$ cat config.mk
export PLATFORM = sky130hd
export DESIGN_NAME = serv_state_wide
export DESIGN_NICKNAME = d
export VERILOG_FILES = /design/src/rtl/serv_state_wide.sv
export SDC_FILE = /design/constraint.sdc
export NUM_CORES = 1
export LEC_CHECK = 0
export BUFFER_PORTS_ARGS = -buffer_cell sky130_fd_sc_hd__buf_2
export CORE_UTILIZATION = 38
export CTS_BUF_LIST = sky130_fd_sc_hd__clkbuf_4 sky130_fd_sc_hd__clkbuf_8 sky130_fd_sc_hd__clkbuf_16
export DETAILED_ROUTE_END_ITERATION = 8
export GPL_TIMING_DRIVEN = 0
export PLACE_DENSITY = 0.74
export SYNTH_ARGS = -nofsm -noshare
export SYNTH_HDL_FRONTEND = slang
export SYNTH_SLANG_ARGS = --single-unit
$ cat constraint.sdc
create_clock -name i_clk -period 1.6 [get_ports i_clk]
set_clock_uncertainty 0.15 [all_clocks]
set_input_delay 0.24 -clock i_clk [delete_from_list [all_inputs] [get_ports i_clk]]
set_output_delay 0.24 -clock i_clk [all_outputs]
set_load 0.02 [all_outputs]
$ cat src/rtl/serv_state_wide.sv
// serv_state_wide: serial instruction sequencer; one 32-bit pass takes 32/W beats of W bits each.
// Build option SERV_STATE_MDU_EN adds multiply/divide two-stage sequencing (i_mdu_op, i_mdu_ready).
module serv_state_wide #(
    parameter int W     = 1,
    parameter int CNT_W = 5
) (
    input  logic             i_clk,
    input  logic             i_rst,
    input  logic             i_new_irq,
    input  logic             i_rf_ready,
    input  logic             i_take_branch,
    input  logic             i_branch_op,
    input  logic             i_mem_op,
    input  logic             i_shift_op,
    input  logic             i_slt_op,
    input  logic             i_mem_cmd,
    input  logic             i_e_op,
    input  logic             i_ebreak,
    input  logic [4:0]       i_rs1_addr,
    input  logic             i_ctrl_misalign,
    input  logic             i_mem_misalign,
    input  logic             i_alu_sh_done,
`ifdef SERV_STATE_MDU_EN
    input  logic             i_mdu_op,
    input  logic             i_mdu_ready,
`endif
    output logic             o_init,
    output logic             o_run,
    output logic             o_ctrl_trap,
    output logic             o_cnt_en,
    output logic [CNT_W-1:0] o_cnt,
    output logic             o_cnt_done,
    output logic             o_ctrl_pc_en,
    output logic             o_ctrl_jump,
    output logic             o_rf_rs_en,
    output logic             o_alu_shamt_en,
    output logic             o_dbus_cyc,
    output logic [1:0]       o_mem_bytecnt,
    output logic [3:0]       o_csr_mcause,
    output logic             o_bufreg_hold,
    output logic [W-1:0]     o_csr_imm
);

    if (!(W == 1 || W == 2 || W == 4 || W == 8)) begin : g_bad_w
        $error("serv_state_wide: W must be 1, 2, 4 or 8");
    end

    typedef enum logic [1:0] {
        S_IDLE,
        S_INIT,
        S_RUN,
        S_TRAP
    } state_t;

    state_t           r_state;
    logic [CNT_W-1:0] r_cnt;
    logic             r_cnt_done;
    logic             r_ctrl_jump;
    logic             r_bufreg_hold;
    logic [3:0]       r_mcause;
    logic             r_pending_irq;
    logic             r_stage_two_pending;

    logic             w_two_stage;
    logic             w_mem_misalign;
    logic             w_init_trap;
    logic             w_hold_op;
    logic             w_resume;
    logic [5:0]       w_idx;
    logic [W-1:0]     w_csr_imm;

`ifdef SERV_STATE_MDU_EN
    assign w_two_stage = i_slt_op | i_mem_op | i_branch_op | i_shift_op | i_mdu_op;
    assign w_hold_op   = i_mem_op | i_shift_op | i_mdu_op;
    assign w_resume    = r_stage_two_pending &
                         ((i_shift_op & i_alu_sh_done) | (i_mdu_op & i_mdu_ready));
`else
    assign w_two_stage = i_slt_op | i_mem_op | i_branch_op | i_shift_op;
    assign w_hold_op   = i_mem_op | i_shift_op;
    assign w_resume    = r_stage_two_pending & i_shift_op & i_alu_sh_done;
`endif

    assign w_mem_misalign = i_mem_op & i_mem_misalign;
    assign w_init_trap    = w_mem_misalign | (i_take_branch & i_ctrl_misalign);

    assign o_init         = (r_state == S_INIT);
    assign o_run          = (r_state == S_RUN);
    assign o_ctrl_trap    = (r_state == S_TRAP);
    assign o_cnt_en       = (r_state != S_IDLE);
    assign o_cnt          = r_cnt;
    assign o_cnt_done     = r_cnt_done;
    assign o_ctrl_pc_en   = o_run | o_ctrl_trap;
    assign o_ctrl_jump    = r_ctrl_jump;
    assign o_rf_rs_en     = w_two_stage ? o_init : o_ctrl_pc_en;
    assign o_alu_shamt_en = o_init & (r_cnt < CNT_W'(5));
    assign o_dbus_cyc     = (r_state == S_IDLE) & r_stage_two_pending & i_mem_op & ~w_mem_misalign;
    assign o_mem_bytecnt  = r_cnt[4:3];
    assign o_csr_mcause   = r_mcause;
    assign o_bufreg_hold  = r_bufreg_hold;
    assign o_csr_imm      = w_csr_imm;

    // Only rs1 bits 0..4 exist; beats above bit 4 read as zero.
    always_comb begin
        w_csr_imm = '0;
        w_idx     = '0;
        for (int k = 0; k < W; k++) begin
            w_idx = {1'b0, r_cnt} + 6'(k);
            if (w_idx < 6'd5) begin
                w_csr_imm[k] = i_rs1_addr[w_idx[2:0]];
            end
        end
    end

    always_ff @(posedge i_clk) begin
        if (i_rst) begin
            r_state             <= S_IDLE;
            r_cnt               <= '0;
            r_cnt_done          <= 1'b0;
            r_ctrl_jump         <= 1'b0;
            r_bufreg_hold       <= 1'b0;
            r_mcause            <= 4'd0;
            r_pending_irq       <= 1'b0;
            r_stage_two_pending <= 1'b0;
        end else begin
            if (i_e_op) begin
                r_mcause <= {~i_ebreak, 3'b011};
            end else if (w_mem_misalign) begin
                r_mcause <= {2'b01, i_mem_cmd, 1'b0};
            end else begin
                r_mcause <= 4'd0;
            end

            if (i_new_irq) begin
                r_pending_irq <= 1'b1;
            end else if (r_state == S_TRAP) begin
                r_pending_irq <= 1'b0;
            end

            if (o_cnt_en) begin
                r_cnt               <= r_cnt + CNT_W'(W);
                r_stage_two_pending <= o_init;
            end

            // A pass never leaves early, so the beat before last predicts cnt_done.
            r_cnt_done    <= o_cnt_en && (r_cnt == CNT_W'(32 - 2 * W));
            r_bufreg_hold <= 1'b0;

            case (r_state)
                S_IDLE: begin
                    r_ctrl_jump <= 1'b0;
                    if (i_rf_ready) begin
                        if (i_e_op | r_pending_irq) begin
                            r_state <= S_TRAP;
                        end else if (w_two_stage & ~r_stage_two_pending) begin
                            r_state <= S_INIT;
                        end else begin
                            r_state <= S_RUN;
                        end
                    end else if (w_resume) begin
                        r_state <= S_RUN;
                    end
                end
                S_INIT: begin
                    r_ctrl_jump <= i_take_branch;
                    if (r_cnt_done) begin
                        if (w_init_trap) begin
                            r_state <= S_TRAP;
                        end else if (w_hold_op) begin
                            r_state       <= S_IDLE;
                            r_bufreg_hold <= 1'b1;
                        end else begin
                            r_state <= S_RUN;
                        end
                    end
                end
                default: begin
                    if (r_cnt_done) begin
                        r_state <= S_IDLE;
                    end
                end
            endcase
        end
    end

endmodule
Yosys cells after proc, flatten, opt, wreduce, memory -nomap -nowiden
Cells that the tools add are included.
{ "op_classes": {"addsub": 1, "mul": 0, "div": 0, "n_lt_le_gt_ge": 3, "eq_ne": 6, "n_shift": 0, "muxes": 19, "n_bitwise": 21, "n_reduce_logical": 9} }
{ "op_table": {"columns": ["operator", "count"], "rows": [
  ["2-to-1 mux 2 bit", 8],
  ["less-than comparator 5 x 3 -> 1 bit, second input constant", 2],
  ["bitwise AND 1 bit", 9],
  ["nonzero test 2 bit", 4],
  ["OR 1 bit", 7],
  ["2-to-1 mux 1 bit", 6],
  ["adder 5 x 1 -> 5 bit, second input constant", 1],
  ["== test 5 bit, second input constant", 1],
  ["NOT 1 bit", 5],
  ["== test 2 bit, second input constant", 2],
  ["less-than comparator 3 x 4 -> 1 bit, second input constant", 1],
  ["2-to-1 mux 4 bit", 1],
  ["case mux 2 bit (2 select lines)", 1],
  ["OR reduction 4 bit", 1],
  ["binary-select mux 1 bit (select 3 bit)", 1],
  ["2-to-1 mux 3 bit", 1],
  ["inequality test 3 bit, second input constant", 1],
  ["AND reduction 3 bit", 1],
  ["== test 2 x 1 -> 1 bit, second input constant", 1],
  ["logical NOT 2 bit", 1],
  ["inequality test 2 x 1 -> 1 bit, second input constant", 1],
  ["case mux 1 bit (2 select lines)", 1],
  ["OR reduction 2 bit", 1],
  ["logical AND 1 bit", 1]
]} }
{ "totals": {"ff_bits": 16, "latchBits": 0, "mem_bits_rw": 0, "mem_bits_ro": 0, "inputBits": 20, "out_inout_bits": 23, "memories": 0} }

Longest topological paths before layout
{ "logic_depth": {"depth_word": 8, "mapped_depth": 5} }

Worst setup path before layout
OpenSTA, ideal clock, no wires.
{ "synth_path": {"kind": "register -> output", "start": "reg r_cnt[0] (netlist: o_cnt[0])", "end": "out o_csr_imm", "arrival_ns": 1.441, "slack_ns": -0.231, "path_stages_with_launch": 5, "n_path_buf": 0, "cell_sequence": "dfxtp_1 -> mux4_2 -> nor2b_1 -> a31oi_1 -> nor3_1"} }
{ "synth_between": {"elab_chain_len": 3} }
{ "synth_rtl": {"columns": ["item", "line_no", "text"], "rows": [
  ["start, declared", "56", "logic [CNT_W-1:0] r_cnt;"],
  ["start signal, assigned", "140", "r_cnt <= r_cnt + CNT_W'(W);"],
  ["binary-select mux 1 bit (select 3 bit)", "109", "w_csr_imm[k] = i_rs1_addr[w_idx[2:0]];"],
  ["2-to-1 mux 1 bit (implied by the code)", "109", null],
  ["2-to-1 mux 1 bit (*)", "108", "if (w_idx < 6'd5) begin"],
  ["end, declared", "41", "output logic [W-1:0] o_csr_imm"]
]} }
Every way passes the cells marked *; elsewhere a longest branch is shown, timed or not. The select of a mux whose other input is x is not followed.

Worst setup path after layout
Ends and elaborated chain as after synthesis.

==> flow_summary.yaml <==
run_status:
  status: "finished, violations left"
  violations: "setup timing"
sta:
  timing.slew.headroom_pct: 68.7
  finalCritPeriodShare_pct: 128
  max_clock_freq_mhz: 487
  timing_worst_slew_pin_value_ns: 0.469
  final_hold_viols: 0
  drv_slew: 0
  final.min_clock_period_ns: 2.05
  grt_setup_unrepaired: "true"
  report.final.setup_viol: 3
  finalWorstSetupSlack_ns: -0.454
critical_path:
  startpoint_type: "flip-flop"
  endpoint_type_of_the_worst_setup_path: "output pin"
  worstSetupEndpoint: "o_csr_imm"
  criticalPathCategory: "reg -> out"
  critPathRequiredTime_ns: 1.21
  r2r_cells: 6
  rr_endpoint: "r_state[0]"
  worstPathCellList: "mux4_2 > nor2b_4 > a31oi_2 > nor3_2 > buf_4"
  slowest_stage: "sky130_fd_sc_hd__mux4_2"
  crit_start: "o_cnt[0]"
  timing.rr.start: "r_state[1]"
  crit_path_max_incr_delay_ns: 0.50
  cp_max_fo: 2
  arrival_ns: 1.66
  reg2reg_setup_slack_ns: 0.11
synth:
  synthSimpleGateAreaFrac_pct: 25.5
  ys_seq_area_share_pct: 42.7
  synth_compound_gate_area_share_pct: 14.5
  net_count_of_the_mapped_netlist: 110
  synth_xor_xnor_area_share_pct: 4.67
  netlist-cell-type-count: 29
  main_combinational_cell_family_by_area_after_synthesis: "simple AND/OR/NAND/NOR gates"
  yosys.area_share.adder_pct: 3.34
  post_synthesis_instance_area_um2: 749
  yosys_warning_count: 0
  avgSynthCellArea_um2: 8.52
  register_bit_count_reported_by_yosys: 16
  netlist_instances: 88
  muxShareOfSynthArea_pct: 3.01
global_routing:
  top_usage_layer: "met2"
  congestion_overflow_gr: 0
  grt_first_pass_wirelength_mm: 3.13
  grt_use_met2_pct: 35.6
  grt_pass1_vias: 761
  grt_use_met3_pct: 7.84
  grt_antenna_before_repair: 0
  gr-usage-all-layers_pct: 21.3
  grt_start_max_net_pins: 11
  met1_usage_pct: 23.3
floorplan:
  placement_rows: 15
  coreArea_um2: 1780
  design.portCount: 43
  floorplan.die_area_um2: 2150
  effective_utilization_at_floorplan_pct: 42.0
  die_x_um: 46.4
  fp.dieH_um: 46.4
cts:
  cts_made_buffers: 3
  maximum_level_of_the_cts_h_tree: 1
  clock-sinks: 16
  worst_setup_hold_path_clk_slew_ns: 0.09
  cts_max_path_buffers: 2
  tritoncts_clock_tree: "built"
  clk_root_buffer_cell: "sky130_fd_sc_hd__clkbuf_4"
  clkLatencyLatePin_ns: 0.29
routing:
  routed_via_density: 5.01
  detail-route-antenna-nets: 0
  vias: 832
  route.detailed.drc: 0
  routedWlPerCell_um: 12.4
  detail_route.iter0.violations: 12
  drt-total-wl_mm: 2.06
  drt_first_pass_iters: 6
layout:
  syn2layout_area_growth_pct: 58.8
  fin_nets: 164
  n_antenna_cell: 0
  finish.cell_count_without_fillers: 166
  final_area_um2: 1190
  utilization_pct: 66.7
  drive_above_1_share_pct: 49.6
place:
  placement.io_buffers: 42
  detailed_place_hpwl_mm: 1.42
  place_congestion: 0.795
  dpl.cell_count: 155
  pre_cts_ws_ns: -0.219
  dpl-instance-area_um2: 1000
power:
  leakage_nw: 0.576
  worst_ir_drop_vdd_uv: 1090
  powerDensity_nw_per_um2: 1480
  power.total_mw: 1.76
min_path:
  hp-class: "in -> reg"
job:
  number_of_max_cap_violations: 0
## stage by stage
step | setup TNS, ns | hold slack (ns)
floorplan | -0.115 | 0.162
global placement | -0.172 | 0.251
detailed placement | -0.259 | 0.258
CTS | -0.615 | 0.00222
global route | -0.873 | 0.0207
finish | -0.606 | 0.00738
## cell usage in the layout, fill, tap and decap left out, drive strengths merged, types with 2 or more instances in the layout
cell type     n
buf          50
dfxtp        16
nor2         12
nand2         8
o21ai         6
nor3          6
clkbuf        6
inv           5
nor2b         4
xor2          3
a31oi         3
a22oi         2
nand3         2
nand4         2
ha            2
dlygate4sd3   2
nor4b         2
## cells by family after synthesis
logic type,Yosys count
AO/OA/AOI/OAI,16
XOR/XNOR,4
adder cells (fa/ha/maj),2
buffers and inverters,10
flip-flops,16
multiplexers,1
AND/OR/NAND/NOR,39
## synth_stat cells
cell	instances	share of area (%)
sky130_fd_sc_hd__o31ai_1	1	1.0
sky130_fd_sc_hd__nand2b_1	1	0.84
sky130_fd_sc_hd__a21oi_1	1	0.67
sky130_fd_sc_hd__nor2b_1	4	3.3
sky130_fd_sc_hd__inv_1	4	2.0
sky130_fd_sc_hd__a211oi_1	1	1.0
sky130_fd_sc_hd__and3_1	1	0.84
sky130_fd_sc_hd__nor2_2	1	0.84
sky130_fd_sc_hd__xnor2_1	1	1.2
sky130_fd_sc_hd__clkbuf_1	2	1.0
sky130_fd_sc_hd__buf_4	2	2.0
sky130_fd_sc_hd__a22oi_1	2	2.0
sky130_fd_sc_hd__dfxtp_1	16	43
sky130_fd_sc_hd__a31oi_1	3	2.5
sky130_fd_sc_hd__buf_2	1	0.67
sky130_fd_sc_hd__nor2_1	11	5.5
sky130_fd_sc_hd__ha_1	2	3.3
sky130_fd_sc_hd__nor3_1	6	4.0
sky130_fd_sc_hd__o21ai_0	6	4.0
sky130_fd_sc_hd__nor4_1	1	0.84
sky130_fd_sc_hd__xor2_1	3	3.5
sky130_fd_sc_hd__nor4b_1	2	2.3
sky130_fd_sc_hd__nand4_1	2	1.7
sky130_fd_sc_hd__a32o_1	1	1.3
sky130_fd_sc_hd__mux4_2	1	3.0
sky130_fd_sc_hd__nand3_1	2	1.3
sky130_fd_sc_hd__a2bb2oi_2	1	2.0
sky130_fd_sc_hd__nand2_1	8	4.0
sky130_fd_sc_hd__inv_2	1	0.50
## final cells by class
type / count / area (µm²)
fill: 154 / 593
timing repair buffer: 49 / 288
buffer: 5 / 33.8
inverter: 5 / 21.3
sequential: 16 / 329
clock buffer: 4 / 36.3
tap: 25 / 31.3
multi-input combinational: 62 / 450
## where the power goes
part           leakage, nW  switching, mW  internal (mW)
clock network       0.0210          0.125          0.139
logic                0.422          0.522          0.433
registers            0.133         0.0734          0.473
## sequential cells by signal, summed over array words and instances (netlist names)
register and cells:
o_cnt 5, o_csr_mcause 4, r_state 2, o_bufreg_hold 1, o_cnt_done 1, o_ctrl_jump 1, r_pending_irq 1, r_stage_two_pending 1
## worst min-delay path by stage
stage,startpoint,endpoint,slack (ns),cells past startpoint
after floorplan,i_ebreak,o_csr_mcause[3],0.16,1
after global placement,i_ebreak,o_csr_mcause[3],0.25,2
after detailed placement,i_ebreak,o_csr_mcause[3],0.26,2
after CTS,i_new_irq,r_pending_irq,0.002,3
after global routing,i_rst,o_cnt_done,0.02,2
final,i_new_irq,r_pending_irq,0.007,3
## what timing repair did
action | in CTS | in global routing
endpoints found under the setup margin | 6 | 5
endpoints found under the hold margin | 2 | 0
setup buffers | 5 | 0
hold buffers | 2 | 0
pin swaps | 3 | 0
resized for setup | 18 | 8
cloned | 0 | 0
## routing by layer
metal	up-vias	wire length, µm
li1	417	-
met1	379	812
met2	34	1090
met3	2	132
met4	0	30
met5	-	0
## critical path: cells and delay by family (launching register included)
kind	cells	cell delay, ns
AO/OA/AOI/OAI	1	0.17
buffers and inverters	1	0.16
flip-flops	1	0.36
multiplexers	1	0.50
AND/OR/NAND/NOR	2	0.19
No activity file was read; power rests on OpenSTA's default activity.
